## config.mk

```make
export PLATFORM = sky130hd
export DESIGN_NAME = draw_background_gen_flat
export DESIGN_NICKNAME = d
export VERILOG_FILES = /design/src/rtl/draw_background_gen_if.sv /design/src/rtl/draw_background_gen.sv /design/src/flat_wrapper.sv
export SDC_FILE = /design/constraint.sdc
export NUM_CORES = 1
export LEC_CHECK = 0
export ABC_CLOCK_PERIOD_IN_PS = 4000
export CELL_PAD_IN_SITES_DETAIL_PLACEMENT = 1
export CELL_PAD_IN_SITES_GLOBAL_PLACEMENT = 2
export CORE_ASPECT_RATIO = 1.5
export CORE_MARGIN = 5
export CORE_UTILIZATION = 31
export DETAILED_ROUTE_END_ITERATION = 8
export PLACE_DENSITY_LB_ADDON = 0.2
export SKIP_CTS_REPAIR_TIMING = 1
export SYNTH_ARGS = -nofsm -noshare
export SYNTH_HDL_FRONTEND = slang
export SYNTH_SLANG_ARGS = --single-unit
```

## constraint.sdc

```tcl
create_clock -name pclk -period 4 [get_ports pclk]
set_input_delay 0.8 -clock pclk [delete_from_list [all_inputs] [get_ports pclk]]
set_output_delay 0.8 -clock pclk [all_outputs]
set_load 0.005 [all_outputs]
```

## src/rtl/draw_background_gen_if.sv

```systemverilog
// rtl/draw_background_gen_if.sv - VGA timing bus into and out of the background renderer
//
// Carries the raw timing from the timing generator (*_in) and the delayed
// timing plus background colour towards the overlay stages (*_out).
//   master : timing generator side, drives *_in, observes *_out
//   slave  : renderer side, consumes *_in, drives *_out
interface draw_background_gen_if;
    logic [10:0] hcount_in;
    logic [10:0] vcount_in;
    logic        hsync_in;
    logic        hblnk_in;
    logic        vsync_in;
    logic        vblnk_in;

    logic [10:0] hcount_out;
    logic [10:0] vcount_out;
    logic        hsync_out;
    logic        hblnk_out;
    logic        vsync_out;
    logic        vblnk_out;
    logic [11:0] rgb_out;

    modport master (
        output hcount_in, vcount_in, hsync_in, hblnk_in, vsync_in, vblnk_in,
        input  hcount_out, vcount_out, hsync_out, hblnk_out, vsync_out, vblnk_out, rgb_out
    );

    modport slave (
        input  hcount_in, vcount_in, hsync_in, hblnk_in, vsync_in, vblnk_in,
        output hcount_out, vcount_out, hsync_out, hblnk_out, vsync_out, vblnk_out, rgb_out
    );
endinterface

```

## src/rtl/draw_background_gen.sv

```systemverilog
// rtl/draw_background_gen.sv - background pattern renderer with delayed VGA timing
//
// Forwards the timing bus through a LATENCY-deep register pipeline and
// produces a 12-bit background colour aligned with it. Pattern mode, fill
// colour and the frame counter change only on the rising edge of vblnk, so a
// frame is always drawn with one consistent setting.
// Ports:
//   pclk          pixel clock
//   rst_n         asynchronous active-low reset
//   mode_in       pattern select (0 fill, 1 checker, 2 bars, 3 gradient)
//   fill_rgb_in   fill colour for modes 0 and 1
//   frame_cnt_out running frame counter (undelayed)
//   vga           timing bus, *_in from the timing generator, *_out delayed
module draw_background_gen #(
    parameter int H_ACTIVE  = 800,
    parameter int V_ACTIVE  = 600,
    parameter int LATENCY   = 1,
    parameter bit BORDER_EN = 1'b1,
    parameter int TILE_LOG2 = 5,
    parameter int BAR_LOG2  = 7
) (
    input  logic        pclk,
    input  logic        rst_n,
    input  logic [1:0]  mode_in,
    input  logic [11:0] fill_rgb_in,
    output logic [7:0]  frame_cnt_out,
    draw_background_gen_if.slave vga
);

    localparam int          STAGE_W = 11 + 11 + 4 + 12;
    localparam logic [10:0] H_LAST  = 11'(H_ACTIVE - 1);
    localparam logic [10:0] V_LAST  = 11'(V_ACTIVE - 1);

    logic [1:0]  mode_q, mode_d;
    logic [11:0] fill_q, fill_d;
    logic [7:0]  frame_cnt_q, frame_cnt_d;
    logic        vblnk_prev_q;
    logic        frame_evt;

    logic        tile_odd;
    logic [10:0] bar_idx;
    logic [2:0]  bar;
    logic [7:0]  grad_sum;
    logic        unused_grad_lo;
    logic [11:0] rgb_d;

    logic [STAGE_W-1:0] stage_d;
    logic [STAGE_W-1:0] pipe_q [LATENCY];

    assign frame_evt = vga.vblnk_in & ~vblnk_prev_q;

    // Frame-boundary state: latched only on the vblnk rising edge.
    always_comb begin
        mode_d      = mode_q;
        fill_d      = fill_q;
        frame_cnt_d = frame_cnt_q;
        if (frame_evt) begin
            mode_d      = mode_in;
            fill_d      = fill_rgb_in;
            frame_cnt_d = frame_cnt_q + 8'd1;
        end
    end

    // vblnk_prev resets high so releasing reset inside vblank is not mistaken
    // for the start of a new frame.
    always_ff @(posedge pclk or negedge rst_n) begin
        if (!rst_n) begin
            mode_q       <= 2'd0;
            fill_q       <= 12'h888;
            frame_cnt_q  <= 8'd0;
            vblnk_prev_q <= 1'b1;
        end else begin
            mode_q       <= mode_d;
            fill_q       <= fill_d;
            frame_cnt_q  <= frame_cnt_d;
            vblnk_prev_q <= vga.vblnk_in;
        end
    end

    // Only bit 0 of the tile-index xor matters, which is the xor of the two
    // coordinate bits at the tile-size position.
    assign tile_odd = vga.hcount_in[TILE_LOG2] ^ vga.vcount_in[TILE_LOG2];
    assign bar_idx  = vga.hcount_in >> BAR_LOG2;
    assign bar      = (bar_idx > 11'd7) ? 3'd7 : bar_idx[2:0];

    // Bits [7:4] of the 11-bit sum depend only on the low byte of each operand.
    assign grad_sum       = vga.hcount_in[7:0] + frame_cnt_q;
    assign unused_grad_lo = ^grad_sum[3:0];

    always_comb begin
        rgb_d = 12'h000;
        if (vga.hblnk_in || vga.vblnk_in) begin
            rgb_d = 12'h000;
        end else if (BORDER_EN && (vga.vcount_in == 11'd0)) begin
            rgb_d = 12'hff0;
        end else if (BORDER_EN && (vga.vcount_in == V_LAST)) begin
            rgb_d = 12'hf00;
        end else if (BORDER_EN && (vga.hcount_in == 11'd0)) begin
            rgb_d = 12'h0f0;
        end else if (BORDER_EN && (vga.hcount_in == H_LAST)) begin
            rgb_d = 12'h00f;
        end else begin
            case (mode_q)
                2'd0:    rgb_d = fill_q;
                2'd1:    rgb_d = tile_odd ? (fill_q ^ 12'hfff) : fill_q;
                2'd2:    rgb_d = {{4{bar[2]}}, {4{bar[1]}}, {4{bar[0]}}};
                default: rgb_d = {grad_sum[7:4], vga.vcount_in[7:4], frame_cnt_q[7:4]};
            endcase
        end
    end

    assign stage_d = {vga.hcount_in, vga.vcount_in,
                      vga.hsync_in, vga.hblnk_in, vga.vsync_in, vga.vblnk_in,
                      rgb_d};

    // Timing and colour travel in one word so they stay aligned at any depth.
    always_ff @(posedge pclk or negedge rst_n) begin
        if (!rst_n) begin
            for (int i = 0; i < LATENCY; i++) begin
                pipe_q[i] <= '0;
            end
        end else begin
            pipe_q[0] <= stage_d;
            for (int i = 1; i < LATENCY; i++) begin
                pipe_q[i] <= pipe_q[i-1];
            end
        end
    end

    assign {vga.hcount_out, vga.vcount_out,
            vga.hsync_out, vga.hblnk_out, vga.vsync_out, vga.vblnk_out,
            vga.rgb_out} = pipe_q[LATENCY-1];

    assign frame_cnt_out = frame_cnt_q;

endmodule

```

## src/flat_wrapper.sv

```systemverilog
// flat-port wrapper written by rule: the top's interface ports become plain ports
module draw_background_gen_flat 
#(
    parameter int H_ACTIVE  = 800,
    parameter int V_ACTIVE  = 600,
    parameter int LATENCY   = 1,
    parameter bit BORDER_EN = 1'b1,
    parameter int TILE_LOG2 = 5,
    parameter int BAR_LOG2  = 7
)
  (pclk, rst_n, mode_in, fill_rgb_in, frame_cnt_out, vga_hcount_in, vga_vcount_in, vga_hsync_in, vga_hblnk_in, vga_vsync_in, vga_vblnk_in, vga_hcount_out, vga_vcount_out, vga_hsync_out, vga_hblnk_out, vga_vsync_out, vga_vblnk_out, vga_rgb_out);
  draw_background_gen_if vga_i ();
  input  logic pclk;
  input  logic rst_n;
  input  logic [1:0] mode_in;
  input  logic [11:0] fill_rgb_in;
  output logic [7:0] frame_cnt_out;
  input wire logic [$bits(vga_i.hcount_in)-1:0] vga_hcount_in;
  input wire logic [$bits(vga_i.vcount_in)-1:0] vga_vcount_in;
  input wire logic [$bits(vga_i.hsync_in)-1:0] vga_hsync_in;
  input wire logic [$bits(vga_i.hblnk_in)-1:0] vga_hblnk_in;
  input wire logic [$bits(vga_i.vsync_in)-1:0] vga_vsync_in;
  input wire logic [$bits(vga_i.vblnk_in)-1:0] vga_vblnk_in;
  output wire logic [$bits(vga_i.hcount_out)-1:0] vga_hcount_out;
  output wire logic [$bits(vga_i.vcount_out)-1:0] vga_vcount_out;
  output wire logic [$bits(vga_i.hsync_out)-1:0] vga_hsync_out;
  output wire logic [$bits(vga_i.hblnk_out)-1:0] vga_hblnk_out;
  output wire logic [$bits(vga_i.vsync_out)-1:0] vga_vsync_out;
  output wire logic [$bits(vga_i.vblnk_out)-1:0] vga_vblnk_out;
  output wire logic [$bits(vga_i.rgb_out)-1:0] vga_rgb_out;
  assign vga_i.hcount_in = vga_hcount_in;
  assign vga_i.vcount_in = vga_vcount_in;
  assign vga_i.hsync_in = vga_hsync_in;
  assign vga_i.hblnk_in = vga_hblnk_in;
  assign vga_i.vsync_in = vga_vsync_in;
  assign vga_i.vblnk_in = vga_vblnk_in;
  assign vga_hcount_out = vga_i.hcount_out;
  assign vga_vcount_out = vga_i.vcount_out;
  assign vga_hsync_out = vga_i.hsync_out;
  assign vga_hblnk_out = vga_i.hblnk_out;
  assign vga_vsync_out = vga_i.vsync_out;
  assign vga_vblnk_out = vga_i.vblnk_out;
  assign vga_rgb_out = vga_i.rgb_out;
  draw_background_gen #(.H_ACTIVE(H_ACTIVE), .V_ACTIVE(V_ACTIVE), .LATENCY(LATENCY), .BORDER_EN(BORDER_EN), .TILE_LOG2(TILE_LOG2), .BAR_LOG2(BAR_LOG2)) u_core (.pclk(pclk), .rst_n(rst_n), .mode_in(mode_in), .fill_rgb_in(fill_rgb_in), .frame_cnt_out(frame_cnt_out), .vga(vga_i));
endmodule
```

==> summary.md <==
| Metric | Value |
|---|---|
| Wirelength per Cell | `18.0 µm` |
| DRT Wirelength | `8.13 mm` |
| Pwr Total | `0.00219 W` |
| DRT antenna net count | `0` |
| Peak VDD IR | `0.339 mV` |
| Max Slew Vio Count | `0` |
| Die Width | `between 80 and 90 µm` |
| Net Count, Synth | `293` |
| Site row count | `between 40 and 50` |
| Antenna violations before repair | `0` |
| Final Cycle Share | `0.613` |
| Final hold violations | `0` |
| Async set-reset flop share out of synthesis | `1.00` |
| 1st-pass router iterations | `4` |
| CP Class | `in2reg` |
| CTS sink cnt | `61` |
| CTS Buffer Depth | `2` |
| Antenna cells | `0` |
| Layout overhead on the synthesized area | `46.7%` |
| Routability congestion estimate | `0.820` |
| Yosys warning count | `0` |
| CP arrival | `2.67 ns` |
| First-pass GRT wire length | `13.1 mm` |
| IO Pins | `slightly below 90` |
| RSZ-0062 raised after global routing | `no` |
| MaxCap Viol Count | `0` |
| TritonCTS clock tree | `yes` |
| GRT overflow | `0` |
| Number of flops mapped to enable cells by yosys | `0` |
| Core area | `8830 µm²` |
| Library cells used by synthesis | `50` |
| Total GRT Usage | `0.158` |
| Share of post-route cells with drive strength above 1 | `0.0909` |
| Setup crit start kind | `input port` |
| Fillers | `958` |
| Setup Viol. Count Final | `0` |
| Primary FF master, synth | `dfrtp_1` |
| Vias per Instance | `5.09` |
| Largest net degree at the start of global routing | `42` |
| Syn Area/Cell | `11.5 µm²` |
| Post-synth top cells | `dfrtp_1 (57), a21oi_1 (18), nor2_1 (15)` |
| Hold Path Class | `in2async` |
| Register area share after synthesis | `0.548` |
| Starting density of the core | `0.317` |
| Initial DRC count | `123` |
| H-tree depth | `3` |
| Largest stage delay, worst path | `0.57 ns` |
| Vias in the first global route | `2456` |
| Worst Tran Pin Value | `0.793 ns` |
| Worst-path fanout max | `4` |
| Final #Nets | `385` |
| CTS root buf | `clkbuf_16` |
| Via count | `2296` |
| Setup TNS | `0 ns` |
| Largest area contributor in the netlist | `dfrtp_1` |
| Post-Syn Instances | `244` |
| Count leader, synth | `dfrtp_1` |
| Status | `finished clean` |
| CP max-delay cell | `or4_1` |
| Synth area leaders | `dfrtp_1 (51%), mux2_1 (5.2%), dfstp_2 (3.8%)` |
| Slew headroom | `0.471` |
| DIE AREA | `11100 µm²` |
| Yosys top cell area share | `0.510` |
| Reg area | `1530 µm²` |
| IO buf count | `87` |
| Footprint of the multi-input gates | `1200 µm²` |
| Post-Synthesis Cell Area | `~2800 µm²` |
| Yosys reg bits | `61` |
| Worst-Skew Late Latency | `0.33 ns` |
| CP required | `4.21 ns` |
| Leak | `1.70 nW` |
| PD cells | `533 nW/µm²` |
| Clock slew at reported path FFs | `0.05 ns` |
| Worst Skew | `0.00231 ns` |
| Die Y | `126 µm` |
| FMAX | `408 MHz` |
| DRC violations left | `0` |
| Critical path, cell by cell | `clkdlybuf4s50_1, or4_1, nor4_2, nand2_1, and3b_1, o31a_1` |
| Setup crit end kind | `register` |
| Crit path time final | `around 2.5 ns` |
| Hpwl dp | `6.25 mm` |
| Number of buffers created by CTS | `9` |
[worst max-delay path: cells and delay by family]
kind                   cells  cell delay, ns
and+or+nand+nor            4            1.28
buffers and inverters      1            0.47
AOI/OAI and AO/OA          1            0.12
[metal layers]
metal / track usage / vias up / share of wire
met5: 0 / - / 0
met4: 0.0578 / 0 / 0.024
met3: 0.0474 / 20 / 0.062
met2: 0.271 / 72 / 0.52
met1: 0.181 / 1133 / 0.39
li1: - / 1071 / -
[cells in the final DEF (no fill, tap or decap), types with 2 or more instances in the layout]
master,instances
xnor2_1,7
ha_1,7
nor3_1,9
and2_1,2
nand2_1,8
nor2_1,15
clkbuf_8,2
and3_1,3
xor2_1,8
mux2_2,2
a21o_1,2
buf_4,2
nand3_1,7
dfrtp_1,57
o21a_1,7
and4_1,2
nand4_1,3
mux2_1,13
and3b_1,2
inv_1,5
a21oi_1,18
dfstp_2,4
nor4_1,3
clkinv_2,2
o31ai_1,4
a31oi_1,5
o21ai_0,3
nand2b_1,5
nor2b_1,2
bufinv_16,2
o211ai_1,2
clkdlybuf4s50_1,86
o21ai_1,6
clkbuf_16,9
o31a_1,4
o21bai_1,3
[power breakdown]
group | total [W] | switching (W) | leakage, nW | internal, W
sequential | 0.000800 | 0.0000968 | 0.728 | 0.000703
combinational | 0.000543 | 0.000247 | 0.806 | 0.000296
clock | 0.000843 | 0.000267 | 0.163 | 0.000576
total | 0.00219 | 0.000610 | 1.70 | 0.00158
[path summary, 6_finish.rpt]
kind                                   from                end  slack (ns)  cells past startpoint
hold / removal                        rst_n  u_core.pipe_q[13]        0.42                      1
max in group asynchronous             rst_n   u_core.fill_q[3]        2.66                      2
hold reg to reg            u_core.fill_q[2]   u_core.fill_q[2]        0.51                      1
setup reg to reg           u_core.mode_q[1]  u_core.pipe_q[10]        1.91                      5
min in group pclk          u_core.fill_q[2]   u_core.fill_q[2]        0.51                      1
setup / recovery           vga_hcount_in[1]   u_core.pipe_q[2]        1.55                      6
[state kept, by name, summed over array words and instances, names as in the netlist]
name,count
u_core.fill_q,12
u_core.mode_q,2
u_core.frame_cnt_out,8
u_core.vblnk_prev_q,1
u_core.pipe_q,38
[cells by family after synthesis]
logic type	synth area share
compound gates	0.140
xor+xnor	0.0528
fa+ha+maj	0.0313
buf+inv	0.0219
flops	0.548
mux	0.0658
simple gates	0.140
[layout make-up]
class,count,share of cell area
Clock buffer,12,0.0625
Clock inverter,4,0.0171
Inverter,6,0.00549
Multi-Input combinational cell,169,0.293
Sequential cell,61,0.373
Tap cell,110,0.0335
Timing Repair Buffer,89,0.215
[through the flow]
stage                     utilization  setup slack, ns  area, µm²  hold WS [ns]  cells
after floorplan                     -             1.96       2800         0.479    244
after global placement          0.428             1.27       3780         0.491    435
after detailed placement        0.428             1.19       3780         0.500    435
after CTS                       0.465             1.53       4100         0.438    451
after global routing            0.465             1.39       4100         0.464    451
final                           0.465             1.55       4100         0.420    451
Note: power is estimated with default switching activity, not from simulation.
